File: src/rtl/mole_scheduler_if.sv
// Handshake-free signal bundle between the game sequencer and its PRNG, buttons and display drivers.
// The master drives timebase, controls, PRNG state and buttons; the slave drives mole/score status.
interface mole_scheduler_if #(
  parameter int NUM_HOLES = 4
);
  logic                 tick;
  logic                 start;
  logic                 stop;
  logic [7:0]           random;
  logic [NUM_HOLES-1:0] buttons;
  logic [NUM_HOLES-1:0] mole;
  logic                 hit;
  logic                 miss;
  logic [7:0]           score;
  logic [7:0]           misses;
  logic                 busy;
  logic                 game_over;

  modport master (
    output tick, start, stop, random, buttons,
    input  mole, hit, miss, score, misses, busy, game_over
  );

  modport slave (
    input  tick, start, stop, random, buttons,
    output mole, hit, miss, score, misses, busy, game_over
  );
endinterface

File: src/rtl/mole_scheduler.sv
// Whack-a-mole sequencer: random gap, random hole (never the same twice), hit/timeout scoring.
// All outputs registered; gap and up times count tick enables, and stop aborts from any state.
module mole_scheduler #(
  parameter int NUM_HOLES  = 4,
  parameter int MIN_GAP    = 4,
  parameter int UP_TIME    = 16,
  parameter int MAX_MISSES = 5
) (
  input  logic             clk,
  input  logic             rst,
  mole_scheduler_if.slave  bus
);
  localparam int HB = $clog2(NUM_HOLES);
  localparam logic [NUM_HOLES-1:0] ONE_HOT0 = {{(NUM_HOLES-1){1'b0}}, 1'b1};

  typedef enum logic [1:0] {S_IDLE, S_GAP, S_UP, S_OVER} state_t;

  state_t               state_q, state_d;
  logic [7:0]           cnt_q, cnt_d;
  logic [HB-1:0]        last_hole_q, last_hole_d;
  logic [NUM_HOLES-1:0] btn_q, btn_d;
  logic [NUM_HOLES-1:0] mole_q, mole_d;
  logic                 hit_q, hit_d;
  logic                 miss_q, miss_d;
  logic [7:0]           score_q, score_d;
  logic [7:0]           misses_q, misses_d;
  logic                 busy_q, busy_d;
  logic                 game_over_q, game_over_d;

  logic [NUM_HOLES-1:0] btn_rise;
  logic [7:0]           gap_load;
  logic [HB-1:0]        hole;
  logic [7:0]           misses_inc;

  assign btn_rise   = bus.buttons & ~btn_q;
  assign gap_load   = 8'(MIN_GAP) + {4'd0, bus.random[7:4]};
  assign misses_inc = misses_q + 8'd1;

  // Avoid lighting the same hole twice in a row by stepping to the neighbour.
  always_comb begin
    hole = bus.random[HB-1:0];
    if (hole == last_hole_q) hole = hole + 1'b1;
  end

  always_comb begin
    state_d     = state_q;
    cnt_d       = cnt_q;
    last_hole_d = last_hole_q;
    btn_d       = bus.buttons;
    mole_d      = mole_q;
    hit_d       = 1'b0;
    miss_d      = 1'b0;
    score_d     = score_q;
    misses_d    = misses_q;

    if (bus.stop) begin
      state_d = S_IDLE;
      mole_d  = '0;
      cnt_d   = '0;
    end else begin
      case (state_q)
        S_IDLE, S_OVER: begin
          if (bus.start) begin
            score_d  = '0;
            misses_d = '0;
            cnt_d    = gap_load;
            state_d  = S_GAP;
          end
        end
        S_GAP: begin
          if (bus.tick) begin
            if (cnt_q == 8'd0) begin
              state_d     = S_UP;
              mole_d      = ONE_HOT0 << hole;
              last_hole_d = hole;
              cnt_d       = 8'(UP_TIME);
            end else begin
              cnt_d = cnt_q - 8'd1;
            end
          end
        end
        S_UP: begin
          // A hit outranks a timeout landing on the same cycle.
          if ((btn_rise & mole_q) != '0) begin
            hit_d   = 1'b1;
            if (score_q != 8'hff) score_d = score_q + 8'd1;
            mole_d  = '0;
            cnt_d   = gap_load;
            state_d = S_GAP;
          end else if (bus.tick && cnt_q == 8'd0) begin
            miss_d   = 1'b1;
            misses_d = misses_inc;
            mole_d   = '0;
            if (misses_inc == 8'(MAX_MISSES)) begin
              state_d = S_OVER;
            end else begin
              cnt_d   = gap_load;
              state_d = S_GAP;
            end
          end else if (bus.tick) begin
            cnt_d = cnt_q - 8'd1;
          end
        end
        default: state_d = S_IDLE;
      endcase
    end

    busy_d      = (state_d == S_GAP) || (state_d == S_UP);
    game_over_d = (state_d == S_OVER);
  end

  always_ff @(posedge clk or posedge rst) begin
    if (rst) begin
      state_q     <= S_IDLE;
      cnt_q       <= '0;
      last_hole_q <= '0;
      btn_q       <= '0;
      mole_q      <= '0;
      hit_q       <= 1'b0;
      miss_q      <= 1'b0;
      score_q     <= '0;
      misses_q    <= '0;
      busy_q      <= 1'b0;
      game_over_q <= 1'b0;
    end else begin
      state_q     <= state_d;
      cnt_q       <= cnt_d;
      last_hole_q <= last_hole_d;
      btn_q       <= btn_d;
      mole_q      <= mole_d;
      hit_q       <= hit_d;
      miss_q      <= miss_d;
      score_q     <= score_d;
      misses_q    <= misses_d;
      busy_q      <= busy_d;
      game_over_q <= game_over_d;
    end
  end

  assign bus.mole      = mole_q;
  assign bus.hit       = hit_q;
  assign bus.miss      = miss_q;
  assign bus.score     = score_q;
  assign bus.misses    = misses_q;
  assign bus.busy      = busy_q;
  assign bus.game_over = game_over_q;
endmodule

File: src/flat_wrapper.sv
// flat-port wrapper written by rule: the top's interface ports become plain ports
module mole_scheduler_flat 
#(
  parameter int NUM_HOLES  = 4,
  parameter int MIN_GAP    = 4,
  parameter int UP_TIME    = 16,
  parameter int MAX_MISSES = 5
)
  (clk, rst, bus_tick, bus_start, bus_stop, bus_random, bus_buttons, bus_mole, bus_hit, bus_miss, bus_score, bus_misses, bus_busy, bus_game_over);
  mole_scheduler_if #(.NUM_HOLES(NUM_HOLES)) bus_i ();
  input  logic clk;
  input  logic rst;
  input wire logic [$bits(bus_i.tick)-1:0] bus_tick;
  input wire logic [$bits(bus_i.start)-1:0] bus_start;
  input wire logic [$bits(bus_i.stop)-1:0] bus_stop;
  input wire logic [$bits(bus_i.random)-1:0] bus_random;
  input wire logic [$bits(bus_i.buttons)-1:0] bus_buttons;
  output wire logic [$bits(bus_i.mole)-1:0] bus_mole;
  output wire logic [$bits(bus_i.hit)-1:0] bus_hit;
  output wire logic [$bits(bus_i.miss)-1:0] bus_miss;
  output wire logic [$bits(bus_i.score)-1:0] bus_score;
  output wire logic [$bits(bus_i.misses)-1:0] bus_misses;
  output wire logic [$bits(bus_i.busy)-1:0] bus_busy;
  output wire logic [$bits(bus_i.game_over)-1:0] bus_game_over;
  assign bus_i.tick = bus_tick;
  assign bus_i.start = bus_start;
  assign bus_i.stop = bus_stop;
  assign bus_i.random = bus_random;
  assign bus_i.buttons = bus_buttons;
  assign bus_mole = bus_i.mole;
  assign bus_hit = bus_i.hit;
  assign bus_miss = bus_i.miss;
  assign bus_score = bus_i.score;
  assign bus_misses = bus_i.misses;
  assign bus_busy = bus_i.busy;
  assign bus_game_over = bus_i.game_over;
  mole_scheduler #(.NUM_HOLES(NUM_HOLES), .MIN_GAP(MIN_GAP), .UP_TIME(UP_TIME), .MAX_MISSES(MAX_MISSES)) u_core (.clk(clk), .rst(rst), .bus(bus_i));
endmodule
File: config.mk
export PLATFORM = sky130hd
export DESIGN_NAME = mole_scheduler_flat
export DESIGN_NICKNAME = d
export VERILOG_FILES = /design/src/rtl/mole_scheduler_if.sv /design/src/rtl/mole_scheduler.sv /design/src/flat_wrapper.sv
export SDC_FILE = /design/constraint.sdc
export NUM_CORES = 1
export LEC_CHECK = 0
export ABC_AREA = 1
export CAP_MARGIN = 30
export CORE_MARGIN = 2
export CORE_UTILIZATION = 40
export DETAILED_ROUTE_END_ITERATION = 10
export PLACE_DENSITY = 0.71
export SKIP_LAST_GASP = 1
export SYNTH_ARGS = -nofsm -noshare
export SYNTH_HDL_FRONTEND = slang
export SYNTH_SLANG_ARGS = --single-unit
File: constraint.sdc
create_clock -name clk -period 2.55 [get_ports clk]
set_input_delay 0.51 -clock clk [delete_from_list [all_inputs] [get_ports clk]]
set_output_delay 0.51 -clock clk [all_outputs]
set_load 0.02 [all_outputs]
After elaboration in Yosys (flattened, before gate mapping) --
Index checks and enable logic that the tools add are counted.
Cells by class: add/sub/neg operators 5, eq/ne operators 20, shift-type cells 1, mux-type cells 38, bitwise gates (word level) 4, reduce and logical (&&, ||, !) cells 13
Operators with widths (number):
- $mux W8 | 13
- $pmux W8 S2 | 2
- $pmux W8 S3 | 1
- $mux W4 | 5
- $add A8 B1 Y8 const B | 2
- $mux W2 | 8
- $reduce_and A4 Y1 | 3
- $reduce_and A5 Y1 | 2
- $and A4 B4 Y4 | 2
- $eq A2 B2 Y1 const B | 4
- $eq A8 B3 Y1 const B | 1
- $logic_not A8 Y1 | 1
- $ne A8 B8 Y1 const B | 1
- $pmux W4 S2 | 1
- $sub A8 B1 Y8 const B | 1
- $mux W1 | 7
- $ne A2 B1 Y1 const B | 3
- $ne A3 B3 Y1 const B | 2
- $pmux W2 S3 | 1
- $add A3 B4 Y5 const A | 1
- $ne A5 B3 Y1 const B | 1
- $ne A5 B4 Y1 const B | 1
- $eq A2 B1 Y1 const B | 2
- $ne A2 B2 Y1 const B | 2
- 14 further kinds | 14
Storage, ports and cells: register bits after elaboration 40, input port bits 17

Logic depth before layout (Yosys ltp) --
Gate-level depths: netlist of the first run.
word-level depth 9, mapped depth 13, mapped depth without buffers 13

Worst setup path before layout of the first run --
OpenSTA, ideal clock, no wires.
path kind reg2reg, start register u_core.cnt_q[0], end register u_core.busy_q, in the netlist u_core.bus.busy, setup time 0.126 ns, arrival 1.754 ns, required time 2.424 ns, path slack 0.670 ns, stages on the path, launching flop included 10, cell sequence dfrtp_1 inv_1 ha_1 nand2_2 nor2_4 nand3_4 nand2_1 o21ai_0 a21oi_1 ha_1
On the way: longest elaborated chain between the ends 8, elaborated cells between the ends (all ways) 11, classes of those cells eq/ne (2); mux (6); reduce/logical (3)
Ends and longest elaborated chain:
- from (decl) | line mole_scheduler.sv:19 | logic [7:0] cnt_q, cnt_d;
- from (signal assigned) | line mole_scheduler.sv:127 | cnt_q <= cnt_d;
- $logic_not A8 Y1 * | line mole_scheduler.sv:72, mole_scheduler.sv:90
- $logic_and A1 B1 Y1 | line mole_scheduler.sv:90 | end else if (bus.tick && cnt_q == 8'd0) begin
- $mux W2 | line mole_scheduler.sv:90
- $mux W2 | line mole_scheduler.sv:84 | if ((btn_rise & mole_q) != '0) begin
- $pmux W2 S3 * | line mole_scheduler.sv:61 | case (state_q)
- $mux W2 * | line mole_scheduler.sv:56 | if (bus.stop) begin
- via u_core.state_d[0] | line mole_scheduler.sv:18 | state_t state_q, state_d;
- $eq A2 B1 Y1 / $eq A2 B2 Y1 (equally long branches) | line mole_scheduler.sv:108 | busy_d = (state_d == S_GAP) || (state_d == S_UP);
- $logic_or A1 B1 Y1 * | line mole_scheduler.sv:108
- via u_core.busy_d | line mole_scheduler.sv:27 | logic busy_q, busy_d;
- to (signal assigned) | line mole_scheduler.sv:135 | busy_q <= busy_d;
- to (decl) | line mole_scheduler.sv:27
The timed path passes the listed nets; every way through them passes the cells marked *. A chain may end at the register's enable or synchronous reset.

Worst setup path after layout of the first run --
start register u_core.state_q[0], end register u_core.score_q[0], in the netlist u_core.bus.score[0]
On the way: longest elaborated chain between the ends 4, elaborated cells between the ends (all ways) 10, classes of those cells eq/ne (5); mux (1); reduce/logical (4)
Ends and longest elaborated chain:
- from (decl) | line mole_scheduler.sv:18
- from (signal assigned) | line mole_scheduler.sv:126 | state_q <= state_d;
- $eq A2 B2 Y1 / $logic_not A2 Y1 (equally long branches) | line mole_scheduler.sv:61
- $reduce_or A2 Y1 | line mole_scheduler.sv:61
- $ne A2 B2 Y1 (no line) / $reduce_bool A2 Y1 (equally long branches)
- $reduce_and A5 Y1 (no line)
- to (signal assigned) | line mole_scheduler.sv:133 | score_q <= score_d;
- to (decl) | line mole_scheduler.sv:25 | logic [7:0] score_q, score_d;
Several ways; a longest one is shown, not always the timed one.

==> run metrics, run 1 <==
grt ovf 0; CP Launch Type flip-flop; most frequent cells after synthesis nand2_1 (100), inv_1 (49), dfrtp_1 (40); antenna cell count 0; Fin. Hold Viols 0; die height 83.9 µm; Final Max Tran Viols 0; Setup-failing EPs final 0; setup bufs post-CTS 0; Net Sw Power 629 µW; DIE AREA 7030 µm²; TritonCTS clock tree done; DR vias/cell 4.95; dominant synthesized flop cell dfrtp_1; global-route wire length before repair 9.97 mm; combinational share of power 32.8%; vias in the first global route 2288; worst path arrival time 2290 ps; drt first pass iters 5; min Tclk post-route 2120 ps; Hold/Removal Path Class flip-flop to flip-flop; Synth top area share 39.2%; worst-path maximum fanout 16; Vias 2352; fin crit share 83.2%; CTS Sinks 40; Synth Cell Area 2550 µm²; switch share 36.5%; initial antenna violation count 0; Area contributors post-synth dfrtp_1 (39%), nand2_1 (15%), inv_1 (7.2%); maxcap violations 0; Pleak 0.00154 µW; syn_area_per_cell 7.25 µm²; setup_tns 0 ps; CP Capture Type flip-flop; RSZ-0062 raised after global routing false; Peak Freq 471 MHz; Least-Margin Pin Slew 510 ps; P per Cell Area 551 nW/µm²; Worst Reg-to-Reg Cells 9; core box area 6240 µm²; type of the worst setup path flip-flop to flip-flop; count leader, synth nand2_1; Ports 41; Min-Delay Path Depth 2; Max transition margin 66.0%; Post-Route WL 5.80 mm; Tot GR Track Use 17.1%; number of H-tree levels 2; # rows 29; Initial Utilization 40.9%; worst vdd ir 0.423 mV; layout cells sized above 1 7.79%; Clock Tree Root clkbuf_8; number of synthesized flops with an enable pin 0; status finished, final reports clean; Yosys reg bits 40; total power 1720 µW; routed len/inst 12.2 µm; clock buffer count from CTS 5; Final nets 423; dpl hpwl 4.28 mm; worst skew pair latency 290 ps; Synth Instances 352; ANT nets after route 0; CTS hold repair buffers 0; Clk pwr share 23.9%; Ys Warns 0; 1st-iter DRT viols 121; Worst EP required 2720 ps; Syn-to-layout area delta 22.6%; Synth area leader dfrtp_1; Synth cell types 34; GPL Wtd Cong 0.866; pin count of the biggest net entering global routing 41; post_cts resized 0; Port Buffers 38; ys async rst share 100%; Int Pwr 1090 µW; post-synthesis sequential area ratio 39.2%; die width 83.9 µm; worst-case clock buffer depth 2; sequential share of power 43.3%; drt drc 0; Syn Nets 377; Worst-path clk slew 80 ps; Setup Skew 8.31 ps
[placed cells by master, fill, tap and decap left out, types with 3 or more instances in the layout]
cell type,instances
o31ai_1,9
nor2_1,28
inv_1,49
clkbuf_8,5
o21ai_0,12
nand2_1,100
clkdlybuf4s50_1,38
o21ai_1,8
ha_1,8
xnor2_1,4
nor2_2,4
a21oi_1,11
xor2_1,4
dfrtp_1,40
o22ai_1,3
buf_4,8
nand4_1,10
nand3_1,35
[routing by layer]
layer	part of all wire [%]	GRT usage (%)	vias up
met5	0	0	-
met4	0.72	5.87	0
met3	4.8	3.17	7
met2	48	28.9	68
met1	46	22.1	1049
li1	-	-	1228
[registers in the layout (all words and copies together) (netlist names)]
signal                cells
u_core.cnt_q              8
u_core.last_hole_q        2
u_core.bus.miss           1
u_core.bus.misses         8
u_core.bus.hit            1
u_core.bus.game_over      1
u_core.bus.busy           1
u_core.state_q            2
u_core.bus.score          8
u_core.btn_q              4
u_core.bus.mole           4
[kinds of logic (layout without fill, tap and decap cells)]
logic type	Yosys count	in the layout	synth area share, %
buf+inv	59	105	9.32
xor+xnor	8	8	2.75
flops	40	40	39.2
simple gates	189	189	33.8
fa+ha+maj	8	8	3.92
compound gates	48	48	11.0
[critical path: stages (launching register included)]
cell and delay (ps):
dfrtp_1 420, inv_1 70, ha_1 320, inv_2 130, or2_1 160, nand2_1 120, a41oi_1 180, nand2_1 320
a21oi_1 230, a21oi_1 60
[power groups by stage]
| stage | registers [µW] | clock network [µW] | logic (µW) |
|---|---|---|---|
| floorplan | 775 | 0 | 364 |
| global placement | 757 | 0 | 555 |
| detailed placement | 756 | 0 | 567 |
| CTS | 746 | 422 | 568 |
| global route | 754 | 446 | 640 |
| finish | 746 | 411 | 565 |
[metrics by stage]
step	hold WS [ps]	instance area, µm²	setup slack, ps	std cells	util, %
finish	515	3130	428	475	50.1
global route	558	3130	195	475	50.1
CTS	521	3130	398	475	50.1
detailed placement	501	3050	263	468	48.8
global placement	500	3050	277	468	48.8
floorplan	475	2550	670	352	-
[layout make-up]
| type | instances | area, µm² |
|---|---|---|
| well taps | 77 | 96.3 |
| fillers | 646 | 3110 |
| clock inverters | 2 | 12.5 |
| flip-flops and latches | 40 | 1000 |
| repair buffers | 46 | 440 |
| multi-input cells | 253 | 1310 |
| clock buffers | 5 | 68.8 |
| inverters | 52 | 196 |
[path summary, 6_finish.rpt]
check | from | to | slack (ps)
worst max-delay path | u_core.state_q[0]$_DFF_PP0_ | u_core.bus.score[0]$_DFFE_PP0P_ | 430
worst min-delay path | u_core.cnt_q[6]$_DFFE_PP0P_ | u_core.cnt_q[6]$_DFFE_PP0P_ | 520
worst max register to register | u_core.state_q[0]$_DFF_PP0_ | u_core.bus.score[0]$_DFFE_PP0P_ | 430
worst min register to register | u_core.cnt_q[6]$_DFFE_PP0P_ | u_core.cnt_q[6]$_DFFE_PP0P_ | 520
max in group asynchronous | rst | u_core.btn_q[1]$_DFF_PP0_ | 1550
min in group asynchronous | rst | u_core.bus.misses[1]$_DFFE_PP0P_ | 650
Note: power is estimated with default switching activity, not from simulation.
==> run 2: changes to the inputs <==
--- a/config.mk
+++ b/config.mk
@@ -10,7 +10,7 @@
 export CORE_MARGIN = 2
 export CORE_UTILIZATION = 40
 export DETAILED_ROUTE_END_ITERATION = 10
-export PLACE_DENSITY = 0.71
+export PLACE_DENSITY = 0.73
 export SKIP_LAST_GASP = 1
 export SYNTH_ARGS = -nofsm -noshare
 export SYNTH_HDL_FRONTEND = slang
==> constraint.sdc (replaced) <==
create_clock -name clk -period 1.8 [get_ports clk]
set_input_delay 0.36 -clock clk [delete_from_list [all_inputs] [get_ports clk]]
set_output_delay 0.36 -clock clk [all_outputs]
set_load 0.02 [all_outputs]
==> run 2 against run 1 <==
The flow now finishes with violations (negative setup slack). Critical path depth grew 2. Sequential share of layout area is 4.9 points lower. Combinational power grew 84%. Flip-flop and latch count unchanged. Clock power up 80%. Clock skew is 4.1 ps lower. Worst hold slack lost 100 ps. Routed wire length is 16% higher. Count of clock-buffer cells in the layout is 1 higher. Register-to-register slack got worse by 480 ps. Final cell count up 8.0%. Fmax is 15% higher. Critical path type unchanged. Highest routed layer unchanged.
==> run metrics, run 2 (synthesis gave the netlist of run 1 again) <==
Clk pwr share 26.1% (+2.2 points); routed len/inst 13.1 µm (+7.3%); 1st-iter DRT viols 107 (-12%); Int Pwr 1840 µW (+69%); antenna cell count 0 (unchanged); Worst Reg-to-Reg Cells 11 (+2); Tot GR Track Use 18.6% (+1.5 points); P per Cell Area 761 nW/µm² (+38%); Least-Margin Pin Slew 350 ps (-160 ps); Setup Skew 4.20 ps (-4.11 ps); layout cells sized above 1 25.5% (+18 points); Peak Freq 540 MHz (+15%); clock buffer count from CTS 5 (unchanged); DR vias/cell 5.16 (+4.2%); Vias 2647 (+13%); drt drc 0 (unchanged); type of the worst setup path flip-flop to flip-flop; met2 Use GR 31.3% (+2.5 points); fin crit share 103% (+20 points); Setup-failing EPs final 1 (+1); placed inst area 3290 µm² (+8.1%); RSZ-0062 raised after global routing true; min Tclk post-route 1850 ps (-269 ps); Fin. Hold Viols 0 (unchanged); switch share 34.7% (-1.8 points); status finished with violations; grt met1 use 23.3% (+1.2 points); Syn-to-layout area delta 45.5%; Hold/Removal Path Class input port to async pin; Worst EP required 1980 ps (-740 ps); core box area 6240 µm² (unchanged); CTS hold repair buffers 0 (unchanged); sequential share of power 37.2% (-6.1 points); DIE AREA 7030 µm² (unchanged); multi-input logic area 1570 µm² (+19%); Clock Tree Root clkbuf_8; die width 83.9 µm (unchanged); Port Buffers 38 (unchanged); GPL Wtd Cong 0.851 (-1.7%); Net Sw Power 982 µW (+56%); Layout Cells excl Fill 513 (+8.0%); Pleak 0.00185 µW (+20%); drt first pass iters 4 (-1); worst skew pair latency 290 ps (about the same); maxcap violations 0 (unchanged); failing checks negative setup slack; dpl hpwl 4.67 mm (+8.9%); worst vdd ir 0.417 mV (-1.4%); Ports 41 (unchanged); ANT nets after route 0 (unchanged); Final Max Tran Viols 0 (unchanged); global route hottest layer met2; met3 usage 3.66% (+0.49 points); worst path arrival time 2040 ps (-250 ps); vias in the first global route 2405 (+5.1%); Post-Route WL 6.71 mm (+16%); most frequent cells in the layout nand2_1 (89), inv_1 (44), buf_4 (41), dfrtp_1 (37), clkdlybuf4s50_1 (34); CP Capture Type flip-flop; # rows 29 (unchanged); initial antenna violation count 0 (unchanged); setup ws final -52.8 ps (-481 ps); die height 83.9 µm (unchanged); CTS Sinks 40 (unchanged); post-layout util 59.5% (+9.4 points); CP Launch Type flip-flop; R2R Setup Slk -50 ps (-480 ps); Initial Utilization 40.9% (unchanged); FF/Latch Area 1000 µm² (+0.37%); Max transition margin 76.6% (+11 points); global-route wire length before repair 10.7 mm (+7.5%); Design Area, Final 3710 µm² (+19%); TritonCTS clock tree done; Layout fillers 546 (-15%); worst-path maximum fanout 4 (-12); Cells after DPL 497 (+6.2%); grt ovf 0 (unchanged); commonest non-fill, non-tap cell in the layout nand2_1; combinational share of power 36.7% (+3.9 points); worst-case clock buffer depth 2 (unchanged); Worst-path clk slew 80 ps (about the same); number of H-tree levels 2 (unchanged); pin count of the biggest net entering global routing 41 (unchanged); Final nets 460 (+8.7%)
## run 2: cell count changes in the layout (fill, tap and decap cells not counted), moves of 4 or more
cell and change:
nand3_1 -5, ha_1 -5, dlymetal6s2s_1 +4, nor2_1 -5, nand3_2 +4, inv_2 +5, nand2_4 +6, inv_1 -5
nand2_1 -11, nor2_4 +5, nand2_2 +5, clkdlybuf4s50_1 -4, buf_4 +33
## run 2: routing by layer
metal  routed length [µm]  up-vias  part of all wire [%]
li1                     -     1304                     -
met4                  110        0                   1.6
met2                 3500       53                    52
met5                    0        -                     0
met3                  242       12                   3.6
met1                 2860     1278                    43
## run 2: critical path: stages, from the launching register on
cell	delay, ps
dfrtp_2	450
ha_4	200
nand4_1	140
nand2_4	80
nor2_4	90
nand2_1	50
nor2_1	120
nand3_1	90
nand2_1	70
nand2_1	60
a21oi_2	150
ha_1	240
## run 2: path summary, 6_finish.rpt
path                                             startpoint                                to
hold / removal                                          rst  u_core.bus.misses[1]$_DFFE_PP0P_
setup reg to reg           u_core.bus.misses[1]$_DFFE_PP0P_         u_core.bus.busy$_DFF_PP0_
min in group clk                u_core.cnt_q[6]$_DFFE_PP0P_       u_core.cnt_q[6]$_DFFE_PP0P_
max in group asynchronous                               rst  u_core.bus.misses[2]$_DFFE_PP0P_
setup / recovery           u_core.bus.misses[1]$_DFFE_PP0P_         u_core.bus.busy$_DFF_PP0_
hold reg to reg                 u_core.cnt_q[6]$_DFFE_PP0P_       u_core.cnt_q[6]$_DFFE_PP0P_
## run 2: area by class of cell
type	instances	share of cell area, %
clock buffers	6	1.95
clock inverters	2	0.944
inverters	52	5.33
multi-input cells	254	42.2
flip-flops and latches	40	27.1
well taps	77	2.60
repair buffers	82	20.0
## run 2: power by group through the flow
stage          Clock (µW)  Sequential [µW]  Combinational (µW)
2_1_floorplan           0             1100                 528
3_3_place_gp            0             1060                 915
3_5_place_dp            0             1070                 934
4_1_cts               751             1050                 940
5_1_grt               802             1060                1150
6_report              739             1050                1040
## run 2: what timing repair did
action	in CTS	in global routing
cloned	0	1
setup buffers	0	7
gates resized for setup	6	59
endpoints found under the hold margin	0	0
setup endpoints to repair	2	33
pin swaps	4	20
## run 2: metrics by stage
| step | hold WS, ps | total power [µW] | TNS [ps] | setup slack, ps |
|---|---|---|---|---|
| finish | 415 | 2830 | -52.8 | -52.8 |
| global route | 454 | 3010 | -974 | -187 |
| CTS | 421 | 2740 | -13.8 | -13.8 |
| detailed placement | 504 | 2000 | -4330 | -291 |
| global placement | 499 | 1980 | -2910 | -199 |
| floorplan | 391 | 1630 | -89.4 | -15.3 |
